File: config.mk
export PLATFORM = sky130hd
export DESIGN_NAME = bcd_serial_addsub
export DESIGN_NICKNAME = d
export VERILOG_FILES = /design/src/rtl/bcd_serial_addsub.sv
export SDC_FILE = /design/constraint.sdc
export NUM_CORES = 1
export LEC_CHECK = 0
export CAP_MARGIN = 20
export CORE_MARGIN = 1
export CORE_UTILIZATION = 50
export CTS_CLUSTER_DIAMETER = 80
export DETAILED_ROUTE_END_ITERATION = 12
export GPL_ROUTABILITY_DRIVEN = 0
export GPL_TIMING_DRIVEN = 0
export PLACE_DENSITY = 0.87
export SLEW_MARGIN = 20
export SYNTH_ARGS = -nofsm -noshare
export SYNTH_HDL_FRONTEND = slang
export SYNTH_SLANG_ARGS = --single-unit
File: constraint.sdc
create_clock -name i_clk -period 4.2 [get_ports i_clk]
set_clock_uncertainty 0.05 [all_clocks]
set_input_delay 0.84 -clock i_clk [delete_from_list [all_inputs] [get_ports i_clk]]
set_output_delay 0.84 -clock i_clk [all_outputs]
set_load 0.02 [all_outputs]
File: src/rtl/bcd_serial_addsub.sv
// Digit-serial BCD adder/subtractor: operands latched on start, one digit per clock (LSD first),
// a one-cycle done pulse presents the result, carry/borrow and invalid-digit flag.
module bcd_serial_addsub #(
    parameter int unsigned DIGITS = 3
) (
    input  logic                  i_clk,
    input  logic                  i_rst_n,
    input  logic                  i_start,
    input  logic                  i_sub,
    input  logic [4*DIGITS-1:0]   i_a,
    input  logic [4*DIGITS-1:0]   i_b,
    input  logic                  i_cin,
    output logic                  o_busy,
    output logic                  o_done,
    output logic [4*DIGITS-1:0]   o_s,
    output logic                  o_cout,
    output logic                  o_err
);

    localparam int unsigned W  = 4 * DIGITS;
    localparam int unsigned CW = (DIGITS > 1) ? $clog2(DIGITS) : 1;
    localparam logic [CW-1:0] LAST = CW'(DIGITS - 1);

    typedef enum logic [1:0] {
        StIdle,
        StRun,
        StDone
    } state_t;

    state_t          r_state;
    state_t          w_state_d;
    logic [W-1:0]    r_a;
    logic [W-1:0]    r_b;
    logic            r_sub;
    logic            r_carry;
    logic [CW-1:0]   r_cnt;
    logic            r_inv;
    logic [W-1:0]    r_res;
    logic [W-1:0]    r_s;
    logic            r_cout;
    logic            r_err;

    logic            w_accept;
    logic            w_last;
    logic            w_inv;
    logic [3:0]      w_ak;
    logic [3:0]      w_bk;
    logic [3:0]      w_bk_adj;
    logic [4:0]      w_t;
    logic [4:0]      w_t6;
    logic            w_gt9;
    logic [3:0]      w_digit;
    logic [W-1:0]    w_res_next;

    assign w_accept = i_start && (r_state != StRun);
    assign w_last   = (r_state == StRun) && (r_cnt == LAST);

    always_ff @(posedge i_clk or negedge i_rst_n) begin
        if (!i_rst_n) begin
            r_state <= StIdle;
        end else begin
            r_state <= w_state_d;
        end
    end

    always_comb begin
        w_state_d = r_state;
        unique case (r_state)
            StIdle:  if (i_start) w_state_d = StRun;
            StRun:   if (w_last) w_state_d = StDone;
            StDone:  w_state_d = i_start ? StRun : StIdle;
            default: w_state_d = StIdle;
        endcase
    end

    // Any digit of either operand above 9 poisons the whole operation.
    always_comb begin
        w_inv = 1'b0;
        for (int k = 0; k < int'(DIGITS); k++) begin
            if ((i_a[4*k +: 4] > 4'd9) || (i_b[4*k +: 4] > 4'd9)) begin
                w_inv = 1'b1;
            end
        end
    end

    // Subtraction uses nine's complement of b plus an initial carry of one.
    always_comb begin
        w_ak       = r_a[4*r_cnt +: 4];
        w_bk       = r_b[4*r_cnt +: 4];
        w_bk_adj   = r_sub ? (4'd9 - w_bk) : w_bk;
        w_t        = {1'b0, w_ak} + {1'b0, w_bk_adj} + {4'b0000, r_carry};
        w_gt9      = (w_t > 5'd9);
        w_t6       = w_t + 5'd6;
        w_digit    = w_gt9 ? w_t6[3:0] : w_t[3:0];
        w_res_next = r_res;
        w_res_next[4*r_cnt +: 4] = w_digit;
    end

    always_ff @(posedge i_clk or negedge i_rst_n) begin
        if (!i_rst_n) begin
            r_a     <= '0;
            r_b     <= '0;
            r_sub   <= 1'b0;
            r_carry <= 1'b0;
            r_cnt   <= '0;
            r_inv   <= 1'b0;
            r_res   <= '0;
            r_s     <= '0;
            r_cout  <= 1'b0;
            r_err   <= 1'b0;
        end else if (w_accept) begin
            r_a     <= i_a;
            r_b     <= i_b;
            r_sub   <= i_sub;
            r_carry <= i_sub ? 1'b1 : i_cin;
            r_cnt   <= '0;
            r_inv   <= w_inv;
            r_res   <= '0;
        end else if (r_state == StRun) begin
            r_res   <= w_res_next;
            r_carry <= w_gt9;
            r_cnt   <= w_last ? '0 : r_cnt + 1'b1;
            if (w_last) begin
                r_s    <= r_inv ? '0 : w_res_next;
                r_cout <= r_inv ? 1'b0 : w_gt9;
                r_err  <= r_inv;
            end
        end
    end

    assign o_busy = (r_state == StRun);
    assign o_done = (r_state == StDone);
    assign o_s    = r_s;
    assign o_cout = r_cout;
    assign o_err  = r_err;

endmodule

==> results.yml <==
job:
  cap_viol_max_count: 0
timing:
  setup_viol: 0
  maxSlewHeadroom_pct: 57.3
  fin_ws_ps: 511
  finalHoldViolCount: 0
  period_minus_slack_ps: 3690
  rsz0062_at_grt: "false"
  slew_violations: 0
  fin_crit_sh_pct: 87.8
  tns_ps: 0
  timing.fmax_mhz: 271
  max_slew.worst_pin.slew_ps: 640
critical_path:
  cp_data_required_time_ps: 4330
  cpPeakStageDelay_ps: 390
  critical_path_buf_inv_count: 3
  cp_max_fo: 10
  path_class: "register to register"
  path_delay_family: "compound AO/OA/AOI/OAI gates"
  cp_cell_sequence: "buf_2, mux2i_1, nor2_1, a21oi_1, xor2_1, fa_1, inv_1, fa_1, xor2_1, inv_1, ha_1, a221oi_2, nor3_1, a211oi_2, o22ai_1"
  worstPathArrival_ps: 3820
  cp_slowest_cell: "fa_1"
  end_kind: "register"
  critPathLaunchType: "register"
route:
  viasPerCell: 5.58
  drcViolationCount: 0
  vias: 2091
  drt_iter0_markers: 123
  routed_wl_mm: 5.57
  ant_nets: 0
  first_pass_iters: 4
  routedWlPerCell_um: 14.8
synth:
  synthArstFlopShare_pct: 100
  synth_top_cells_by_area: "dfrtp_1 (49%), mux2_2 (11%), ha_1 (4.1%), nand2_1 (3.9%), mux2i_1 (3.3%)"
  yosys_warnings: 0
  synthTopCellsByCount: "dfrtp_1 (53), nand2_1 (28), mux2_2 (26), nor2_1 (17), inv_1 (13)"
  synth_area_um2: 2720
  netlist.area_leader.share_pct: 48.8
  synth_top_area_cell: "dfrtp_1"
  ys_ff_latch: 53
  synth-edff-count: 0
  syn_avg_cell_area_um2: 10.7
  synthCells: 254
  yosysUniqueCellTypes: 40
  syn-num-nets: 294
  synth-seq-area-share_pct: 48.8
  yosys.cell_count.top_type: "dfrtp_1"
  synth_ff_type: "dfrtp_1"
floorplan:
  die_width_um: 75.8
  pin_count: 45
  initial_core_util_pct: 52.6
  dieArea_um2: 5740
  num_rows: 26
  fp.dieH_um: 75.8
  core_area_um2: 5170
global_routing:
  grt_max_degree: 54
  track_usage_pct: 22.8
  grt_pass1_vias: 2167
  grt.overflow.total: 0
  grt_pass1_wl_mm: 9.71
  antenna_found_initial: 0
cts:
  path_clk_slew_ps: 90
  insertion_delay_ps: 310
  cts_buffers: 5
  cts_tree: "built"
  clock_path_buffers: 2
  cts_sinks: 53
  cts_root_buf: "clkbuf_8"
  ctsHoldBuffers: 0
  htree_levels: 2
placement:
  hpwlAfterDp_mm: 4.25
  dpl-instance-area_um2: 3250
  port_buffers: 44
  placed_cells: 368
  dpl_worst_slack_ps: 407
finish:
  final_design_area_no_fill_um2: 3350
  diodes: 0
  fillCellCount: 427
  nets: 345
  fin_cells: 375
  drive_gt1_share_pct: 16.4
  area_growth_pct: 23.2
outcome:
  status: "finished, final reports clean"
hold_path:
  hp-class: "register to register"
[cells in the final DEF, fill, tap and decap left out, types with 6 or more instances in the layout]
master           instances
nor2_1                  16
mux2_2                  26
inv_1                   13
clkdlybuf4s50_1         43
mux2i_1                  9
o21ai_1                  6
ha_1                     9
nand2_1                 28
dfrtp_1                 53
o21ai_0                 12
o22ai_1                  7
buf_2                    6
o31ai_1                  6
a21oi_1                 10
[state kept, by name, summed over array words and instances, names as in the netlist]
register	flops
r_res	8
r_sub	1
r_a	12
r_inv	1
o_err	1
o_cout	1
o_s	12
r_state	2
r_b	12
r_cnt	2
r_carry	1
[final timing paths]
kind / start / to / slack (ps) / cells after the start
max: r_cnt[1] / o_s[6] / 510 / 15
min: r_res[7] / r_res[7] / 440 / 1
max reg2reg: r_cnt[1] / o_s[6] / 510 / 15
min reg2reg: r_res[7] / r_res[7] / 440 / 1
max in group asynchronous: i_rst_n / o_s[10] / 3170 / 1
min in group asynchronous: i_rst_n / o_cout / 510 / 1
[final cells by class]
type | instances | area (um^2) | share of cell area (%)
well taps | 70 | 87.6 | 2.61
inverters | 13 | 48.8 | 1.46
flip-flops and latches | 53 | 1330 | 39.6
clock buffers | 5 | 68.8 | 2.05
clock inverters | 2 | 35.0 | 1.05
plain buffers | 10 | 46.3 | 1.38
repair buffers | 44 | 438 | 13.1
multi-input cells | 178 | 1300 | 38.8
[cells by family (layout without fill, tap and decap cells)]
| logic type | count (synthesis) | after routing | share of synthesized area [%] |
|---|---|---|---|
| adders and majority gates | 11 | 11 | 5.61 |
| xor gates and xnor gates | 4 | 4 | 1.29 |
| DFF | 53 | 53 | 48.8 |
| AOI/OAI and AO/OA | 59 | 59 | 14.8 |
| buffers and inverters | 23 | 74 | 3.50 |
| and+or+nand+nor | 68 | 68 | 11.5 |
| muxes | 36 | 36 | 14.6 |
[worst reg2reg max path, cell delays in order, from the launching register on]
cell and delay, ps:
dfrtp_1 370, buf_2 320, mux2i_1 220, nor2_1 50, a21oi_1 160, xor2_1 200
fa_1 220, inv_1 60, fa_1 390, xor2_1 290, inv_1 80, ha_1 260
a221oi_2 310, nor3_1 110, a211oi_2 340, o22ai_1 150
[layer usage]
metal	vias up	global-route usage (%)	share of wire [%]
met5	-	0	0
met4	0	8.44	1.3
met3	8	3.97	3.2
met2	49	41.1	53
met1	1025	27.2	43
li1	1009	-	-
[repair_timing]
item | CTS | global route
endpoints found under the setup margin | 0 | 1
buffers inserted | 0 | 0
gates resized for setup | 0 | 1
[per-stage QoR]
| step | hold slack, ps | util, % |
|---|---|---|
| after floorplan | 406 | - |
| after global placement | 417 | 62.8 |
| after detailed placement | 425 | 62.7 |
| after CTS | 445 | 64.8 |
| after global routing | 455 | 64.8 |
| final | 444 | 64.8 |
Power is not shown: default switching activity piles up to over one toggle a cycle in this logic, so the estimate is an artifact.
